`config.mk`:
```
export PLATFORM = sky130hd
export DESIGN_NAME = secuenciador_pb20000_flat
export DESIGN_NICKNAME = d
export VERILOG_FILES = /design/src/rtl/secuenciador_pb20000_if.sv /design/src/rtl/secuenciador_pb20000.sv /design/src/flat_wrapper.sv
export SDC_FILE = /design/constraint.sdc
export NUM_CORES = 1
export LEC_CHECK = 0
export ABC_CLOCK_PERIOD_IN_PS = 2200
export CAP_MARGIN = 5
export CORE_AREA = 2 2 39 41
export DETAILED_ROUTE_END_ITERATION = 7
export DIE_AREA = 0 0 41 43
export GPL_ROUTABILITY_DRIVEN = 0
export SYNTH_ARGS = -nofsm -noshare
export SYNTH_HDL_FRONTEND = slang
export SYNTH_SLANG_ARGS = --single-unit
```
`constraint.sdc`:
```
create_clock -name clk -period 2.2 [get_ports clk]
set_input_delay 0.22 -clock clk [delete_from_list [all_inputs] [get_ports clk]]
set_output_delay 0.22 -clock clk [all_outputs]
set_load 0.005 [all_outputs]
```
`src/rtl/secuenciador_pb20000_if.sv`:
```
// Control bundle between the biquad sequencer and the sampling logic / filter datapath.
interface secuenciador_pb20000_if;
  logic       start;
  logic       clr_ovr;
  logic [2:0] muxS;
  logic [1:0] muxC;
  logic [1:0] muxZ;
  logic       en1;
  logic       en2;
  logic       en3;
  logic       en4;
  logic       busy;
  logic       done;
  logic       overrun;

  modport master (
    input  start, clr_ovr,
    output muxS, muxC, muxZ, en1, en2, en3, en4, busy, done, overrun
  );

  modport slave (
    output start, clr_ovr,
    input  muxS, muxC, muxZ, en1, en2, en3, en4, busy, done, overrun
  );
endinterface

```
`src/rtl/secuenciador_pb20000.sv`:
```
// Sequencer for the direct-form-II low-pass biquad: one 6-step MAC schedule per sample strobe.
//   state | meaning
//   IDLE  | waiting for start
//   ACC1  | F <= U - a1*F1
//   ACC2  | F <= F - a2*F2
//   OUT0  | Y <= b0*F
//   OUT1  | Y <= Y + b1*F1
//   OUT2  | Y <= Y + b0*F2
//   SHIFT | F2 <= F1, F1 <= F
//   DONE  | Y valid, may restart immediately
module secuenciador_pb20000 (
  input logic                    clk,
  input logic                    reset,
  secuenciador_pb20000_if.master bus
);
  localparam logic [2:0] SEL_UK   = 3'd0;
  localparam logic [2:0] SEL_FK   = 3'd1;
  localparam logic [2:0] SEL_YK   = 3'd2;
  localparam logic [2:0] SEL_ZERO = 3'd3;
  localparam logic [1:0] C_NA1    = 2'd0;
  localparam logic [1:0] C_NA2    = 2'd1;
  localparam logic [1:0] C_B0     = 2'd2;
  localparam logic [1:0] C_B1     = 2'd3;
  localparam logic [1:0] Z_FK     = 2'd0;
  localparam logic [1:0] Z_FK1    = 2'd1;
  localparam logic [1:0] Z_FK2    = 2'd2;

  typedef enum logic [2:0] {
    IDLE, ACC1, ACC2, OUT0, OUT1, OUT2, SHIFT, DONE
  } state_t;

  state_t state_q, state_d;
  logic   overrun_q, overrun_d;
  logic   busy_w;

  always_ff @(posedge clk or posedge reset) begin
    if (reset) begin
      state_q   <= IDLE;
      overrun_q <= 1'b0;
    end else begin
      state_q   <= state_d;
      overrun_q <= overrun_d;
    end
  end

  assign busy_w = (state_q != IDLE) && (state_q != DONE);

  always_comb begin
    state_d = state_q;
    unique case (state_q)
      IDLE:    if (bus.start) state_d = ACC1;
      ACC1:    state_d = ACC2;
      ACC2:    state_d = OUT0;
      OUT0:    state_d = OUT1;
      OUT1:    state_d = OUT2;
      OUT2:    state_d = SHIFT;
      SHIFT:   state_d = DONE;
      DONE:    state_d = bus.start ? ACC1 : IDLE;
      default: state_d = IDLE;
    endcase
  end

  // A strobe during the schedule is dropped; setting outranks a same-cycle clear.
  always_comb begin
    overrun_d = overrun_q;
    if (bus.start && busy_w)
      overrun_d = 1'b1;
    else if (bus.clr_ovr)
      overrun_d = 1'b0;
  end

  logic [2:0] mux_s;
  logic [1:0] mux_c;
  logic [1:0] mux_z;
  logic [3:0] en;

  always_comb begin
    mux_s = SEL_ZERO;
    mux_c = C_NA1;
    mux_z = Z_FK;
    en    = 4'b0000;
    unique case (state_q)
      ACC1:  begin mux_s = SEL_UK;   mux_c = C_NA1; mux_z = Z_FK1; en = 4'b0010; end
      ACC2:  begin mux_s = SEL_FK;   mux_c = C_NA2; mux_z = Z_FK2; en = 4'b0010; end
      OUT0:  begin mux_s = SEL_ZERO; mux_c = C_B0;  mux_z = Z_FK;  en = 4'b0001; end
      OUT1:  begin mux_s = SEL_YK;   mux_c = C_B1;  mux_z = Z_FK1; en = 4'b0001; end
      OUT2:  begin mux_s = SEL_YK;   mux_c = C_B0;  mux_z = Z_FK2; en = 4'b0001; end
      SHIFT: en = 4'b1100;
      default: ;
    endcase
  end

  assign bus.muxS    = mux_s;
  assign bus.muxC    = mux_c;
  assign bus.muxZ    = mux_z;
  assign bus.en1     = en[0];
  assign bus.en2     = en[1];
  assign bus.en3     = en[2];
  assign bus.en4     = en[3];
  assign bus.busy    = busy_w;
  assign bus.done    = (state_q == DONE);
  assign bus.overrun = overrun_q;
endmodule

```
`src/flat_wrapper.sv`:
```
// flat-port wrapper written by rule: the top's interface ports become plain ports
module secuenciador_pb20000_flat 
  (clk, reset, bus_start, bus_clr_ovr, bus_muxS, bus_muxC, bus_muxZ, bus_en1, bus_en2, bus_en3, bus_en4, bus_busy, bus_done, bus_overrun);
  secuenciador_pb20000_if bus_i ();
  input logic clk;
  input logic reset;
  input wire logic [$bits(bus_i.start)-1:0] bus_start;
  input wire logic [$bits(bus_i.clr_ovr)-1:0] bus_clr_ovr;
  output wire logic [$bits(bus_i.muxS)-1:0] bus_muxS;
  output wire logic [$bits(bus_i.muxC)-1:0] bus_muxC;
  output wire logic [$bits(bus_i.muxZ)-1:0] bus_muxZ;
  output wire logic [$bits(bus_i.en1)-1:0] bus_en1;
  output wire logic [$bits(bus_i.en2)-1:0] bus_en2;
  output wire logic [$bits(bus_i.en3)-1:0] bus_en3;
  output wire logic [$bits(bus_i.en4)-1:0] bus_en4;
  output wire logic [$bits(bus_i.busy)-1:0] bus_busy;
  output wire logic [$bits(bus_i.done)-1:0] bus_done;
  output wire logic [$bits(bus_i.overrun)-1:0] bus_overrun;
  assign bus_i.start = bus_start;
  assign bus_i.clr_ovr = bus_clr_ovr;
  assign bus_muxS = bus_i.muxS;
  assign bus_muxC = bus_i.muxC;
  assign bus_muxZ = bus_i.muxZ;
  assign bus_en1 = bus_i.en1;
  assign bus_en2 = bus_i.en2;
  assign bus_en3 = bus_i.en3;
  assign bus_en4 = bus_i.en4;
  assign bus_busy = bus_i.busy;
  assign bus_done = bus_i.done;
  assign bus_overrun = bus_i.overrun;
  secuenciador_pb20000 u_core (.clk(clk), .reset(reset), .bus(bus_i));
endmodule
```
# After elaboration in Yosys (flattened, before gate mapping)
# Cells that the tools add are included.
# totals
reg_bits	4
latchBits	0
ramBits	0
mem_bits_ro	0
input_bits	4
out_inout_bits	14
elab_cells	31
n_memories	0
# op_classes
addsub	0
mul	0
n_div	0
n_lt_le_gt_ge	0
n_eq_ne	9
shift	0
n_mux	9
n_bitwise	0
n_reduce_logical	11
# op_table
op	count
3-bit case mux with 8 select lines	1
3-bit equality test, second input constant	4
2-bit case mux with 3 select lines	2
4-bit case mux with 3 select lines	1
2-bit OR reduction	5
3-bit by 2-bit equality test with 1-bit output, second input constant	2
2-bit case mux with 2 select lines	1
3-bit by 1-bit equality test with 1-bit output, second input constant	1
3-bit zero test	1
1-bit two-way mux	3
3-bit two-way mux	1
3-bit != test, second input constant	1
3-bit nonzero test	1
3-bit OR reduction	1
1-bit logical AND	2
2-bit != test, second input constant	1
2-bit nonzero test	1

# Longest topological paths before layout
# logic_depth
word_depth	4
ltp_mapped	4
depth_no_buf	2

# Worst setup path before layout
# OpenSTA, ideal clock, no wires.
# synth_path
path_kind	reg-to-output
start	register u_core.state_q[0]
end	output bus_en2
arrival_time_ps	836
required_time_ps	1980
path_slack_ps	1144
stages_incl_launch_ff	4
n_path_buf	1
path_cell_list	dfrtp_1 -> buf_6 -> xor2_4 -> and2_1
# synth_between
elab_chain_cells	3
word_cells_on_any_way	9
classes_between	eq/ne (6); mux (1); reduce/logical (2)
# synth_rtl
element	line_no	rtl
start: declaration	secuenciador_pb20000.sv:32	state_t state_q, state_d;
start signal: assignment	secuenciador_pb20000.sv:41	state_q <= state_d;
3-bit by 2-bit equality test with 1-bit output (tied with other cells)	secuenciador_pb20000.sv:82	unique case (state_q)
3-bit OR reduction (no line) / 2-bit OR reduction (equally long branches)	--	
4-bit case mux with 3 select lines *	secuenciador_pb20000.sv:82	
end: declaration	flat_wrapper.sv:13	output wire logic [$bits(bus_i.en2)-1:0] bus_en2;
# Every way passes the cells marked *; elsewhere a longest branch is shown, timed or not.

# Worst setup path in the final report
# layout_path
start	register u_core.state_q[0]
end	output bus_en1
# layout_between
elab_chain_cells	3
word_cells_on_any_way	9
classes_between	eq/ne (6); mux (1); reduce/logical (2)
# layout_rtl
element	line_no	rtl
3-bit by 2-bit equality test with 1-bit output (tied with other cells)	secuenciador_pb20000.sv:82	
3-bit OR reduction (no line) / 2-bit OR reduction (equally long branches)	--	
4-bit case mux with 3 select lines *	secuenciador_pb20000.sv:82	
end: declaration	flat_wrapper.sv:12	output wire logic [$bits(bus_i.en1)-1:0] bus_en1;
# Marks and branches as above.

==> impl_metrics.prom <==
# TYPE chip_impl_metric gauge
chip_impl_info{name="outcome",value="finished clean"} 1
chip_impl_metric{name="fmax",unit="GHz"} 0.498
chip_impl_metric{name="groute.usage.overall",unit="%"} 9.08
chip_impl_metric{name="drt_first_pass_iters",unit=""} 4
chip_impl_metric{name="max-clock-path-buffers",unit=""} 2
chip_impl_metric{name="period_minus_slack",unit="ns"} 2.01
chip_impl_metric{name="insertedDiodeCount",unit=""} 0
chip_impl_metric{name="reported_leakage_power",unit="nW"} 0.204
chip_impl_metric{name="nNetsFinal",unit=""} 57
chip_impl_metric{name="first_iter_violations",unit=""} 4
chip_impl_metric{name="synth_area",unit="um^2"} 320
chip_impl_metric{name="post_cts.resized_instances",unit=""} 0
chip_impl_metric{name="synth-compound-area-share",unit="%"} 14.1
chip_impl_metric{name="simple_logic_cell_fraction_of_the_synthesized_area",unit="%"} 17.6
chip_impl_info{name="critical_path.startpoint_type",value="flip-flop"} 1
chip_impl_metric{name="postSynthCellCount",unit=""} 37
chip_impl_metric{name="post_route_utilization",unit="%"} 34.5
chip_impl_metric{name="fin_total_pwr",unit="mW"} 0.846
chip_impl_info{name="worst-setup-path-type",value="reg2out"} 1
chip_impl_metric{name="wire_length_of_the_first_global_routing_pass",unit="um"} 972
chip_impl_info{name="layout_common_cells",value="clkdlybuf4s50_1 (16), inv_1 (4), nor2_1 (4), dfrtp_1 (4)"} 1
chip_impl_metric{name="yosys_warnings",unit=""} 0
chip_impl_metric{name="first_global_vias",unit=""} 253
chip_impl_metric{name="cellPowerDensity",unit="nW/um^2"} 1770
chip_impl_metric{name="antenna_found_initial",unit=""} 0
chip_impl_metric{name="design.portCount",unit=""} 18
chip_impl_metric{name="die_height",unit="um"} 43
chip_impl_info{name="clock-root-buffer",value="clkbuf_4"} 1
chip_impl_metric{name="synth.mux.area_fraction",unit="%"} 3.13
chip_impl_metric{name="postCtsSetupRepairBufs",unit=""} 0
chip_impl_info{name="commonest_non_fill_non_tap_cell_in_the_layout",value="clkdlybuf4s50_1"} 1
chip_impl_metric{name="max-cap-violations",unit=""} 0
chip_impl_metric{name="core_area",unit="um^2"} 1380
chip_impl_metric{name="clk_pin_slew",unit="ns"} 0.04
chip_impl_metric{name="grt_start_max_net_pins",unit=""} 12
chip_impl_metric{name="drc",unit=""} 0
chip_impl_metric{name="fraction_of_layout_cells_with_a_size_suffix_above_1",unit="%"} 7.84
chip_impl_info{name="combinational_family_with_the_most_area_after_synthesis",value="buffers and inverters"} 1
chip_impl_metric{name="port_buffers",unit=""} 16
chip_impl_metric{name="cts.sinks",unit=""} 4
chip_impl_info{name="setup_repair_after_global_routing_missed_its_margin",value="false"} 1
chip_impl_metric{name="area_growth_syn_to_layout",unit="%"} 49.2
chip_impl_metric{name="min_period_over_period",unit="%"} 91.4
chip_impl_metric{name="vias_per_cell",unit=""} 4.21
chip_impl_metric{name="die_width",unit="um"} 41
chip_impl_metric{name="design.die.area",unit="um^2"} 1760
chip_impl_metric{name="finalSetupViolations",unit=""} 0
chip_impl_metric{name="grt_overflow",unit=""} 0
chip_impl_metric{name="critical_path.max_fanout",unit=""} 11
chip_impl_metric{name="detail_route.wirelength",unit="um"} 645
chip_impl_metric{name="post_synth_xor_area_fraction",unit="%"} 14.1
chip_impl_metric{name="dp_hpwl",unit="um"} 470
chip_impl_metric{name="core.rowCount",unit=""} 14
chip_impl_metric{name="post_cts_hold_buffer_count",unit=""} 0
chip_impl_metric{name="clkLatencyLatePin",unit="ns"} 0.24
chip_impl_metric{name="synthesis.area_per_instance",unit="um^2"} 8.66
chip_impl_metric{name="wire_length_per_cell_after_detailed_routing",unit="um"} 9.63
chip_impl_metric{name="irDropWorstVdd",unit="V"} 0.000680
chip_impl_metric{name="synth.yosys.seq_area_share",unit="%"} 31.3
chip_impl_metric{name="detail-route-antenna-nets",unit=""} 0
chip_impl_metric{name="numCtsBuffers",unit=""} 3
chip_impl_metric{name="detailroute.via_count",unit=""} 282
chip_impl_metric{name="finClkSkew",unit="ns"} 0.00394
chip_impl_metric{name="final-max-slew-violation-count",unit=""} 0
chip_impl_metric{name="arrival_time_of_the_worst_setup_path",unit="ns"} 1.79
chip_impl_info{name="tritoncts",value="done"} 1
chip_impl_metric{name="ys_ff_latch",unit=""} 4
chip_impl_metric{name="syn_nets",unit=""} 41
chip_impl_metric{name="hold_violations",unit=""} 0
chip_impl_metric{name="initial_util",unit="%"} 23.1
chip_impl_info{name="endpoint_kind",value="primary output"} 1
chip_impl_metric{name="yosys.area_share.adder",unit="%"} 0
chip_impl_metric{name="synth_cell_type_count",unit=""} 20
chip_impl_metric{name="cts_max_level",unit=""} 1
chip_impl_info{name="hold_class",value="in2async"} 1
chip_impl_metric{name="critical_path_required",unit="ns"} 1.98
chip_impl_metric{name="reg2reg_slack",unit="ns"} 1.03
chip_impl_metric{name="post_route_setup_tns",unit="ns"} 0
through the flow:
step	cell area [um^2]	setup slack, ns	hold WS, ns	instances
detailed placement	455	0.471	0.413	64
finish	478	0.190	0.158	67
floorplan	320	1.14	-0.0139	37
global route	478	0.126	0.200	67
CTS	478	0.192	0.164	67
global placement	455	0.517	0.414	64
critical path, stage by stage, from the launching register on:
cell and delay (ns):
dfrtp_1 0.63, nand2_1 0.18, o21ai_0 0.21, clkdlybuf4s50_1 0.53
state kept, by name, summed over array words and instances, names as in the netlist:
register and cells:
u_core.state_q 3, u_core.bus.overrun 1
synthesized netlist by cell type:
| cell type | n | area (um^2) |
|---|---|---|
| and3_1 | 1 | 6.26 |
| nor2_1 | 4 | 15.0 |
| o32ai_1 | 1 | 8.76 |
| nand2b_1 | 2 | 12.5 |
| mux2i_1 | 1 | 10.0 |
| conb_1 | 1 | 3.75 |
| nand2_1 | 3 | 11.3 |
| dfrtp_1 | 4 | 100 |
| inv_1 | 4 | 15.0 |
| a21oi_1 | 1 | 5.00 |
| o21ai_0 | 2 | 10.0 |
| nor3_1 | 1 | 5.00 |
| buf_4 | 3 | 22.5 |
| a21boi_0 | 1 | 7.51 |
| and2_1 | 1 | 6.26 |
| o22ai_1 | 1 | 6.26 |
| o21bai_1 | 1 | 7.51 |
| xnor2_1 | 2 | 17.5 |
| buf_6 | 2 | 22.5 |
| xor2_4 | 1 | 27.5 |
layer usage:
layer	track usage [%]	up-vias	part of all wire (%)
met5	0	-	0
met4	12.0	0	5.0
met3	3.14	4	6.2
met2	11.3	13	47
met1	9.80	124	42
li1	-	141	-
where the power goes:
group          switching (mW)  total (mW)  leakage (nW)  internal (mW)
sequential              0.105       0.216        0.0461          0.111
clock                  0.0319      0.0930        0.0138         0.0611
combinational           0.175       0.537         0.144          0.361
final cells by class:
| class | count | area, um^2 |
|---|---|---|
| fillers | 162 | 906 |
| multi-input cells | 24 | 160 |
| repair buffers | 16 | 160 |
| flip-flops and latches | 4 | 100 |
| clock buffers | 3 | 22.5 |
| well taps | 16 | 20.0 |
| inverters | 4 | 15.0 |
worst paths after layout:
| kind | start | to | cells after the start |
|---|---|---|---|
| max | u_core.state_q[0] | bus_en1 | 3 |
| min | reset | u_core.state_q[2] | 2 |
| max reg2reg | u_core.state_q[0] | u_core.bus.overrun | 2 |
| min reg2reg | u_core.bus.overrun | u_core.bus.overrun | 2 |
| max in group asynchronous | reset | u_core.state_q[1] | 2 |
| min in group clk | u_core.bus.overrun | u_core.bus.overrun | 2 |
cell families after synthesis:
kind of cell | count (synthesis)
multiplexers | 1
other | 1
buffers and inverters | 9
XOR/XNOR | 3
AND/OR/NAND/NOR | 12
flip-flops | 4
AO/OA/AOI/OAI | 7
Power figures use the tool's default switching activity.
